**config.mk**
```make
export PLATFORM = sky130hd
export DESIGN_NAME = dec_entry_to_signed
export DESIGN_NICKNAME = d
export VERILOG_FILES = /design/src/rtl/dec_entry_to_signed.sv
export SDC_FILE = /design/constraint.sdc
export NUM_CORES = 1
export LEC_CHECK = 0
export BUFFER_PORTS_ARGS = -buffer_cell sky130_fd_sc_hd__buf_4
export CAP_MARGIN = 20
export CORE_UTILIZATION = 50
export CTS_CLUSTER_SIZE = 40
export DETAILED_ROUTE_END_ITERATION = 8
export GPL_ROUTABILITY_DRIVEN = 0
export GPL_TIMING_DRIVEN = 0
export HOLD_SLACK_MARGIN = 0.1
export PLACE_DENSITY = 0.83
export SYNTH_ARGS = -nofsm -noshare
export SYNTH_HDL_FRONTEND = slang
export SYNTH_SLANG_ARGS = --single-unit
```
**constraint.sdc**
```tcl
create_clock -name i_clk -period 2.4 [get_ports i_clk]
set_clock_uncertainty 0.2 [all_clocks]
set_input_delay 0.24 -clock i_clk [delete_from_list [all_inputs] [get_ports i_clk]]
set_output_delay 0.24 -clock i_clk [all_outputs]
set_load 0.03 [all_outputs]
```
**src/rtl/dec_entry_to_signed.sv**
```systemverilog
// Serial decimal-entry accumulator: sign key plus up to MAX_DIGITS BCD digits, converted to an
// N-bit two's-complement value on enter. Optional build macro: DEC_ENTRY_SATURATE_EN.
module dec_entry_to_signed #(
    parameter int N          = 8,
    parameter int MAX_DIGITS = 3
) (
    input  logic         i_clk,
    input  logic         i_rst_n,
    input  logic         i_digit_valid,
    input  logic [3:0]   i_digit,
    input  logic         i_neg_key,
    input  logic         i_enter,
    input  logic         i_clear,
    output logic [N-1:0] o_value,
    output logic         o_value_valid,
    output logic         o_error,
    output logic [1:0]   o_digit_count,
    output logic         o_sign_n
);

    typedef enum logic [1:0] {
        ST_IDLE  = 2'd0,
        ST_ENTRY = 2'd1,
        ST_DONE  = 2'd2,
        ST_ERR   = 2'd3
    } state_t;

    localparam int          VW      = (N > 10) ? N : 10;
    localparam logic [31:0] POS_LIM = 32'((2 ** (N - 1)) - 1);
    localparam logic [31:0] NEG_LIM = 32'(2 ** (N - 1));
    localparam logic [1:0]  CNT_MAX = 2'(MAX_DIGITS);
    localparam logic [N-1:0] SAT_POS = {1'b0, {(N - 1){1'b1}}};
    localparam logic [N-1:0] SAT_NEG = {1'b1, {(N - 1){1'b0}}};

    // Decimal shift-in: mag*10 + d as (mag<<3)+(mag<<1)+d, never exceeds 999 for legal entries
    function automatic logic [9:0] mul10_add(input logic [9:0] m, input logic [3:0] d);
        logic [9:0] sh3;
        logic [9:0] sh1;
        sh3 = m << 3;
        sh1 = m << 1;
        return sh3 + sh1 + {6'd0, d};
    endfunction

    function automatic logic in_range(input logic [9:0] m, input logic n);
        logic ok;
        if (n) begin
            ok = (32'(m) <= NEG_LIM);
        end else begin
            ok = (32'(m) <= POS_LIM);
        end
        return ok;
    endfunction

    function automatic logic [N-1:0] to_twos(input logic [9:0] m, input logic n);
        logic [VW-1:0] ext;
        logic [VW-1:0] res;
        ext = VW'(m);
        if (n) begin
            res = ~ext + {{(VW - 1){1'b0}}, 1'b1};
        end else begin
            res = ext;
        end
        return res[N-1:0];
    endfunction

    state_t         r_state;
    logic [9:0]     r_mag;
    logic           r_neg;
    logic [1:0]     r_cnt;
    logic [N-1:0]   r_value;
    logic           r_value_valid;
    logic           r_error;

    state_t         w_state_nxt;
    logic [9:0]     w_mag_nxt;
    logic           w_neg_nxt;
    logic [1:0]     w_cnt_nxt;
    logic [N-1:0]   w_value_nxt;
    logic           w_valid_nxt;
    logic           w_error_nxt;

    // State register
    always_ff @(posedge i_clk or negedge i_rst_n) begin
        if (!i_rst_n) begin
            r_state <= ST_IDLE;
        end else begin
            r_state <= w_state_nxt;
        end
    end

    // Entry datapath and committed-output registers
    always_ff @(posedge i_clk or negedge i_rst_n) begin
        if (!i_rst_n) begin
            r_mag         <= 10'd0;
            r_neg         <= 1'b0;
            r_cnt         <= 2'd0;
            r_value       <= '0;
            r_value_valid <= 1'b0;
            r_error       <= 1'b0;
        end else begin
            r_mag         <= w_mag_nxt;
            r_neg         <= w_neg_nxt;
            r_cnt         <= w_cnt_nxt;
            r_value       <= w_value_nxt;
            r_value_valid <= w_valid_nxt;
            r_error       <= w_error_nxt;
        end
    end

    // Next-state and datapath update; only the highest-priority strobe acts each cycle
    always_comb begin
        w_state_nxt = r_state;
        w_mag_nxt   = r_mag;
        w_neg_nxt   = r_neg;
        w_cnt_nxt   = r_cnt;
        w_value_nxt = r_value;
        w_valid_nxt = 1'b0;
        w_error_nxt = r_error;

        if (i_clear) begin
            w_state_nxt = ST_IDLE;
            w_mag_nxt   = 10'd0;
            w_neg_nxt   = 1'b0;
            w_cnt_nxt   = 2'd0;
            w_error_nxt = 1'b0;
        end else begin
            case (r_state)
                ST_IDLE, ST_DONE: begin
                    if (i_enter) begin
                        w_state_nxt = r_state;
                    end else if (i_neg_key) begin
                        w_state_nxt = ST_ENTRY;
                        w_mag_nxt   = 10'd0;
                        w_neg_nxt   = 1'b1;
                        w_cnt_nxt   = 2'd0;
                    end else if (i_digit_valid) begin
                        if (i_digit > 4'd9) begin
                            w_state_nxt = ST_ERR;
                            w_error_nxt = 1'b1;
                        end else begin
                            w_state_nxt = ST_ENTRY;
                            w_mag_nxt   = {6'd0, i_digit};
                            w_neg_nxt   = 1'b0;
                            w_cnt_nxt   = 2'd1;
                        end
                    end else begin
                        w_state_nxt = r_state;
                    end
                end
                ST_ENTRY: begin
                    if (i_enter) begin
                        if (r_cnt == 2'd0) begin
                            w_state_nxt = ST_ERR;
                            w_error_nxt = 1'b1;
                        end else if (in_range(r_mag, r_neg)) begin
                            w_state_nxt = ST_DONE;
                            w_value_nxt = to_twos(r_mag, r_neg);
                            w_valid_nxt = 1'b1;
                        end else begin
`ifdef DEC_ENTRY_SATURATE_EN
                            w_state_nxt = ST_DONE;
                            w_value_nxt = r_neg ? SAT_NEG : SAT_POS;
                            w_valid_nxt = 1'b1;
`else
                            w_state_nxt = ST_ERR;
                            w_error_nxt = 1'b1;
`endif
                        end
                    end else if (i_neg_key) begin
                        w_neg_nxt = ~r_neg;
                    end else if (i_digit_valid) begin
                        if ((i_digit > 4'd9) || (r_cnt == CNT_MAX)) begin
                            w_state_nxt = ST_ERR;
                            w_error_nxt = 1'b1;
                        end else begin
                            w_mag_nxt = mul10_add(r_mag, i_digit);
                            w_cnt_nxt = r_cnt + 2'd1;
                        end
                    end else begin
                        w_state_nxt = ST_ENTRY;
                    end
                end
                ST_ERR: begin
                    w_state_nxt = ST_ERR;
                end
                default: begin
                    w_state_nxt = ST_IDLE;
                end
            endcase
        end
    end

    // Outputs come straight from registers
    always_comb begin
        o_value       = r_value;
        o_value_valid = r_value_valid;
        o_error       = r_error;
        o_digit_count = r_cnt;
        o_sign_n      = ~r_neg;
    end

endmodule
```
Yosys cells after proc, flatten, opt, wreduce, memory -nomap -nowiden

Cells that the tools add are included.

Logic and storage cells: 111
Bits in registers: 25
Output and inout port bits: 13

Multiplexer cells: 63
Order comparisons: 3
Reductions and logical operators: 10
Bitwise gates (word level): 4
Add/subtract/negate cells: 4
Equal/unequal tests: 20

Operators by type and width:

| cell                | count |
|---|---|
| $mux 10             | 9 |
| $mux 2              | 18 |
| $mux 1              | 30 |
| $ne 3x3->1 const B  | 9 |
| $ne 4x4->1 const B  | 5 |
| $pmux 10 s2         | 1 |
| $add 10x10->10      | 1 |
| $add 10x4->10       | 1 |
| $le 10x7->1 const B | 1 |
| $le 10x8->1 const B | 1 |
| $ne 5x5->1 const B  | 2 |
| $reduce_and 9->1    | 1 |
| $add 8x1->8 const B | 1 |
| $mux 8              | 1 |
| $not 8->8           | 1 |
| $reduce_and 8->1    | 1 |
| $eq 2x2->1 const B  | 3 |
| $pmux 2 s3          | 1 |
| $reduce_and 6->1    | 1 |
| $reduce_and 5->1    | 1 |
| $gt 4x4->1 const B  | 1 |
| $logic_not 2->1     | 2 |
| $pmux 1 s2          | 2 |
| $pmux 2 s2          | 1 |
| other kinds (7)     | 9 |

Logic depth before layout (Yosys ltp)

Gate-level depths: netlist (run 1).

Depth after elaboration: 11
Depth in mapped cells: 8
Depth with buffers taken out: 8

Worst setup path before layout (run 1)

Ideal clock, no wire load.

Path kind: register to register
Start point: register r_mag[2]
End point: register r_mag[8]
Library setup time: 0.095 ns
Stages on the path, launching flop included: 9
Path slack: -0.026 ns
Buffers on the path: 0
Arrival: 2.130 ns
Clock period less this slack: 2.426 ns
Data required time: 2.105 ns
Cells stage by stage: dfrtp_1 > inv_1 > fa_1 > inv_1 > fa_1 > a211oi_1 > o21ai_0 > and3_1 > o31ai_1

Longest elaborated chain between the ends: 8

RTL lines:

| element                | line | RTL |
|---|---|---|
| from (decl)            | 67   | `logic [9:0] r_mag;` |
| from (signal assigned) | 101  | `r_mag <= w_mag_nxt;` |
| $add 10x10->10         | 41   | `return sh3 + sh1 + {6'd0, d};` |
| $add 10x4->10          | 41   |  |
| $mux 10                | 172  | `if ((i_digit > 4'd9) \|\| (r_cnt == CNT_MAX)) begin` |
| $mux 10                | 171  | `end else if (i_digit_valid) begin` |
| $mux 10                | 169  | `end else if (i_neg_key) begin` |
| $mux 10                | 151  | `if (i_enter) begin` |
| $pmux 10 s2            | 127  | `case (r_state)` |
| $mux 10                | 120  | `if (i_clear) begin` |

Every way passes these cells. The select of a mux whose other input is x is not followed.
A chain may end at the register's enable or synchronous reset.

Worst setup path in the final report (run 1)

Start point: register r_mag[0]
End point: register r_mag[8]

The elaborated chain is that of the path after synthesis.

==> flow_summary.json, run 1 <==
{
  "crit_fanout": 3,
  "dr_total_vias": 1496,
  "cts_sinks": 25,
  "holdPathStages": 4,
  "grt_pass1_wl_mm": 6.84,
  "ys_ff_latch": 25,
  "antenna_found_initial": 0,
  "grtUsageTotal_pct": 22.2,
  "antenna_left": 0,
  "crit_slowest_cell": "fa_1",
  "final.min_clock_period_ns": 2.38,
  "core_um2": 3470,
  "critPathRequiredTime_ns": 2.38,
  "grt_pass1_vias": 1503,
  "p_leak_nw": 1.07,
  "p_seq_share_pct": 45.4,
  "netSwitchingFraction_pct": 31.9,
  "synth_largest_area_cell": "dfrtp_1",
  "drive_above_1_share_pct": 26.5,
  "finalCoreUtilization_pct": 64.5,
  "cpPeakStageDelay_ns": 0.53,
  "cap_violations": 0,
  "diodes": 0,
  "hpwl_mm": 2.89,
  "switching_power_uw": 326,
  "die_w_um": 63.1,
  "cts_tree": "done",
  "status": "complete, no violations",
  "clk_latency_ns": 0.27,
  "vias_per_cell": 5.73,
  "cts-root-buf": "clkbuf_8",
  "ys_warn_count": 0,
  "synth_top_area_share_pct": 33.5,
  "cts_buffers": 3,
  "intPower_uw": 696,
  "ioPinCount": 23,
  "critPathLaunchType": "register",
  "cp.arrival_ns": 2.36,
  "rsz0062_at_grt": "true",
  "area_delta_synth_final_pct": 19.7,
  "grt-ovfl-total": 0,
  "drtIter0Drc": 53,
  "p_comb_share_pct": 30.5,
  "clk_pin_slew_worst_paths_ns": 0.08,
  "drt_pass1_iterations": 4,
  "postRouteWirelength_mm": 3.81,
  "maxSlewHeadroom_pct": 61.8,
  "p_clk_share_pct": 24.1,
  "stdcell_area_um2": 2240,
  "placed_cells": 251,
  "final.setup.tns_ns": 0,
  "synth-async-reset-ratio_pct": 100,
  "syn-cell-area_um2": 1870,
  "hp-class": "in -> reg",
  "synth_cells": 186,
  "rows": 21,
  "cp_cell_sequence": "inv_2, fa_1, inv_2, fa_2, a211oi_2, o21ai_1, and3_1, o31ai_1",
  "ys_top_cells_by_area": "dfrtp_1 (33%), ha_1 (11%), mux2_1 (4.8%), xnor2_1 (4.7%), a21oi_1 (3.2%)",
  "ys_types": 50,
  "yosysSeqAreaShare_pct": 33.5,
  "cp_common_cell": "inv_2",
  "powerDensity_nw_per_um2": 456,
  "final_cells": 261,
  "synthFlopType": "dfrtp_1",
  "finalSetupViolCount": 0,
  "finalCritPeriodShare_pct": 99.0,
  "slew_violations": 0,
  "wire_per_inst_um": 14.6,
  "initial_core_util_pct": 53.9,
  "irDropWorstVdd_mv": 0.196,
  "hold_violations": 0,
  "grt_max_degree": 26,
  "endpoint_kind": "register",
  "reg2regPathDepth": 8,
  "portBuffers": 19,
  "die_area_um2": 3990,
  "synth-edff-count": 0,
  "fmax_mhz": 421,
  "syn_avg_cell_area_um2": 10.0,
  "worstSetupPathType": "reg -> reg",
  "clockBufferDepth": 2,
  "htreeDepth": 1,
  "layout.nets": 245,
  "syn_nets": 215,
  "max_slew.worst_pin.slew_ns": 0.569,
  "dpl_cell_area_um2": 2070,
  "drc": 0,
  "die_h_um": 63.1
}
## logic make-up after synthesis
family                     count (synthesis)  share of synthesized area [%]
and+or+nand+nor                           52                           18.1
buffers and inverters                     19                           4.82
xor gates and xnor gates                  12                           5.62
muxes                                     11                           6.63
adders and majority gates                 19                           13.5
DFF                                       25                           33.5
AOI/OAI and AO/OA                         48                           17.9
## flip-flops by register name, summed over array words and instances (netlist names)
| register | cells |
|---|---|
| r_mag | 10 |
| o_error | 1 |
| o_digit_count | 2 |
| o_value | 8 |
| r_neg | 1 |
| o_value_valid | 1 |
| r_state | 2 |
## layer usage
metal / vias up / GRT usage (%) / wire, um
met1: 701 / 28.9 / 1750
met4: 0 / 11.3 / 68
met3: 4 / 3.26 / 185
met5: - / 0 / 0
li1: 739 / - / -
met2: 52 / 35.6 / 1800
## placed cells by master (no fill, tap or decap), types with 3 or more instances in the layout
cell           count
o31ai_1            3
mux2_1             8
o211ai_1           4
clkbuf_8           3
inv_1              9
nor4_1             4
dfrtp_1           23
nand3_1            6
nand2b_1           4
o21ai_0            5
ha_1              15
inv_2              3
buf_4             22
mux2_2             3
a21oi_1           11
a31oi_1            3
dlygate4sd3_1      3
nor2_1            11
a22o_1             3
nand2_1            7
o21ai_1            3
a21o_1             3
clkbuf_1           3
xnor2_1           10
## power groups by stage
stage / Clock [mW] / Combinational (mW) / Sequential (mW)
2_1_floorplan: 0 / 0.174 / 0.494
3_3_place_gp: 0 / 0.269 / 0.472
3_5_place_dp: 0 / 0.275 / 0.474
4_1_cts: 0.253 / 0.301 / 0.463
5_1_grt: 0.277 / 0.349 / 0.468
6_report: 0.246 / 0.312 / 0.464
## final cells by class
| cell class | instances | area, um2 |
|---|---|---|
| tap | 46 | 57.6 |
| sequential | 25 | 628 |
| clock buffer | 4 | 45.0 |
| timing repair buffer | 25 | 195 |
| inverter | 12 | 45.0 |
| multi-input combinational | 142 | 1220 |
| fill | 293 | 1230 |
| buffer | 7 | 45.0 |
## synth_stat cells (6+ instances only)
cell type and n:
nand3_1 6, dfrtp_1 25, inv_1 12, o21ai_0 7, nand2_1 7, mux2_1 8, nor2_1 11, a21oi_1 12
xnor2_1 10, ha_1 17
## critical path: cells and delay by family, from the launching register on
kind / cells / cell delay, ns
AO/OA/AOI/OAI: 3 / 0.51
flip-flops: 1 / 0.39
AND/OR/NAND/NOR: 1 / 0.17
adder cells (fa/ha/maj): 2 / 0.90
buffers and inverters: 2 / 0.11
## per-stage QoR
step / setup WS, ns / hold slack, ns / total power [mW]
floorplan: 0.0395 / -0.256 / 0.669
global placement: -0.188 / -0.0399 / 0.742
detailed placement: -0.241 / -0.0399 / 0.748
CTS: 0.00128 / 0.164 / 1.02
global route: -0.101 / 0.208 / 1.09
finish: 0.0235 / 0.176 / 1.02
## worst paths after layout
path | slack, ns | startpoint | end
worst max-delay path | 0.02 | r_mag[0] | r_mag[8]
worst min-delay path | 0.18 | i_enter | r_state[0]
worst max register to register | 0.02 | r_mag[0] | r_mag[8]
worst min register to register | 0.30 | o_value[6] | o_value[6]
max in group asynchronous | 1.54 | i_rst_n | r_mag[1]
min in group asynchronous | 0.20 | i_rst_n | r_state[0]
## repair_timing
action                     CTS  global route
gates resized for setup      7             9
hold endpoints to repair    27             0
pin swaps                    5             7
setup endpoints to repair    5            12
hold buffers                 3             0
setup buffers                2             1
(Power assumes the default switching activity.)
==> run 2, diff against run 1 <==
--- a/config.mk
+++ b/config.mk
@@ -7,13 +7,14 @@
 export LEC_CHECK = 0
 export BUFFER_PORTS_ARGS = -buffer_cell sky130_fd_sc_hd__buf_4
 export CAP_MARGIN = 20
+export CORE_ASPECT_RATIO = 1.4
 export CORE_UTILIZATION = 50
 export CTS_CLUSTER_SIZE = 40
 export DETAILED_ROUTE_END_ITERATION = 8
 export GPL_ROUTABILITY_DRIVEN = 0
 export GPL_TIMING_DRIVEN = 0
 export HOLD_SLACK_MARGIN = 0.1
-export PLACE_DENSITY = 0.83
+export PLACE_DENSITY_LB_ADDON = 0.12
 export SYNTH_ARGS = -nofsm -noshare
 export SYNTH_HDL_FRONTEND = slang
 export SYNTH_SLANG_ARGS = --single-unit
==> flow_summary.json, run 2 (same netlist as run 1, synthesis figures left out) <==
{
  "status": "finished, violations left",
  "postRouteWirelength_mm": 4.17,
  "vias_per_cell": 5.95,
  "layout.nets": 246,
  "grt_pass1_wl_mm": 6.74,
  "r2r_slack_ns": -0.04,
  "grt_pass1_vias": 1479,
  "worstSetupPathType": "reg -> reg",
  "mostFrequentLayoutCells": "dfrtp_1 (24), buf_4 (23), ha_1 (15)",
  "rows": 25,
  "clk_pin_slew_worst_paths_ns": 0.10,
  "die_area_um2": 3990,
  "finalCritPeriodShare_pct": 102,
  "hp-class": "in -> reg",
  "antenna_found_initial": 0,
  "maxSlewHeadroom_pct": 61.7,
  "cts_sinks": 25,
  "endpoint_kind": "register",
  "dr_total_vias": 1522,
  "cts_buffers": 3,
  "max_slew.worst_pin.slew_ns": 0.572,
  "violations": "setup timing",
  "die_w_um": 53.7,
  "final.min_clock_period_ns": 2.44,
  "r2r_start": "r_mag[0]",
  "area_delta_synth_final_pct": 19.7,
  "final_cells": 256,
  "timing.rr.end": "r_mag[8]",
  "htreeDepth": 1,
  "diodes": 0,
  "initial_core_util_pct": 53.8,
  "die_h_um": 74.3,
  "grtUsageTotal_pct": 23.4,
  "p_total_mw": 1.04,
  "stdcell_area_um2": 2240,
  "hpwl_mm": 3.02,
  "grt-ovfl-total": 0,
  "critPathLaunch": "r_mag[0]",
  "wire_per_inst_um": 16.3,
  "drt_pass1_iterations": 4,
  "fmax_mhz": 410,
  "drc": 0,
  "slew_violations": 0,
  "p_leak_nw": 1.07,
  "clockBufferDepth": 2,
  "portBuffers": 19,
  "worst_slack_ns": -0.0410,
  "rsz0062_at_grt": "true",
  "grt_max_degree": 26,
  "dpl_cell_area_um2": 2060,
  "placed_cells": 245,
  "critPathRequiredTime_ns": 2.38,
  "cts_tree": "done",
  "largest_reg_flops": 10,
  "crit_end": "r_mag[8]",
  "finalCoreUtilization_pct": 64.5,
  "antenna_left": 0,
  "clk_latency_ns": 0.28,
  "hold_violations": 0,
  "layout_commonest_cell": "dfrtp_1",
  "regMostFlops": "r_mag",
  "cp.arrival_ns": 2.42,
  "powerDensity_nw_per_um2": 465,
  "drive_above_1_share_pct": 27.3,
  "finalSetupViolCount": 1,
  "drtIter0Drc": 36,
  "crit_fanout": 4,
  "ioPinCount": 23,
  "critPathLaunchType": "register",
  "reg2regPathDepth": 8,
  "core_um2": 3470,
  "cap_violations": 0,
  "irDropWorstVdd_mv": 0.309,
  "cts-root-buf": "clkbuf_8"
}
## run 2: cell count changes in the layout (fill, tap and decap cells not counted)
cell and delta:
dfrtp_1 +1, o31ai_1 -1, clkinvlp_4 +1, o31ai_2 +1, clkbuf_1 -1, dfrtp_2 -1, a211oi_2 +1, a211oi_4 -1
buf_4 +1, o21ai_0 +1, o21ai_1 -1
## run 2: cell type report
type	instances	area, um2
plain buffers	7	45.0
clock buffers	3	41.3
clock inverters	1	7.51
fillers	287	1230
inverters	12	45.0
multi-input cells	142	1220
flip-flops and latches	25	627
well taps	40	50.0
repair buffers	26	203
## run 2: through the flow
stage / hold WS, ns / TNS, ns / worst slack [ns]
6_report: 0.167 / -0.0410 / -0.0410
5_1_grt: 0.210 / -0.294 / -0.130
4_1_cts: 0.178 / 0 / 0.00394
3_5_place_dp: -0.0340 / -0.662 / -0.209
3_3_place_gp: -0.0393 / -0.595 / -0.195
2_1_floorplan: -0.256 / 0 / 0.0395
## run 2: worst min path at each step
stage	from	to	slack, ns	depth (start not counted)
2_1_floorplan	i_rst_n	o_digit_count[0]	-0.26	0
3_3_place_gp	i_rst_n	r_mag[8]	-0.04	1
3_5_place_dp	i_rst_n	r_mag[8]	-0.03	1
4_1_cts	i_enter	r_state[0]	0.18	4
5_1_grt	i_enter	r_state[0]	0.21	4
6_report	i_enter	r_state[0]	0.17	4
## run 2: power breakdown
| part | total, mW | leakage, nW | internal, mW | switching, mW |
|---|---|---|---|---|
| clock | 0.263 | 0.0217 | 0.118 | 0.145 |
| combinational | 0.314 | 0.710 | 0.133 | 0.182 |
| sequential | 0.464 | 0.341 | 0.444 | 0.0193 |
## run 2: metal layers
| metal | track usage, % | vias to the layer above | wire length (um) |
|---|---|---|---|
| li1 | - | 744 | - |
| met1 | 28.8 | 731 | 1770 |
| met2 | 41.0 | 38 | 2200 |
| met3 | 2.04 | 9 | 110 |
| met4 | 9.06 | 0 | 87 |
| met5 | 0 | - | 0 |
## run 2: worst max-delay path, cell delays in order, from the launching register on
cell,delay (ns)
dfrtp_2,0.44
buf_4,0.16
ha_1,0.20
ha_4,0.18
fa_2,0.42
a211oi_2,0.23
o21ai_1,0.11
and3_1,0.18
o31ai_1,0.21
## run 2: repair_timing
action,in CTS,in global routing
setup buffers,3,1
gates resized for setup,8,6
hold endpoints to repair,27,0
hold buffers,3,0
pin swaps,3,0
setup endpoints to repair,5,12
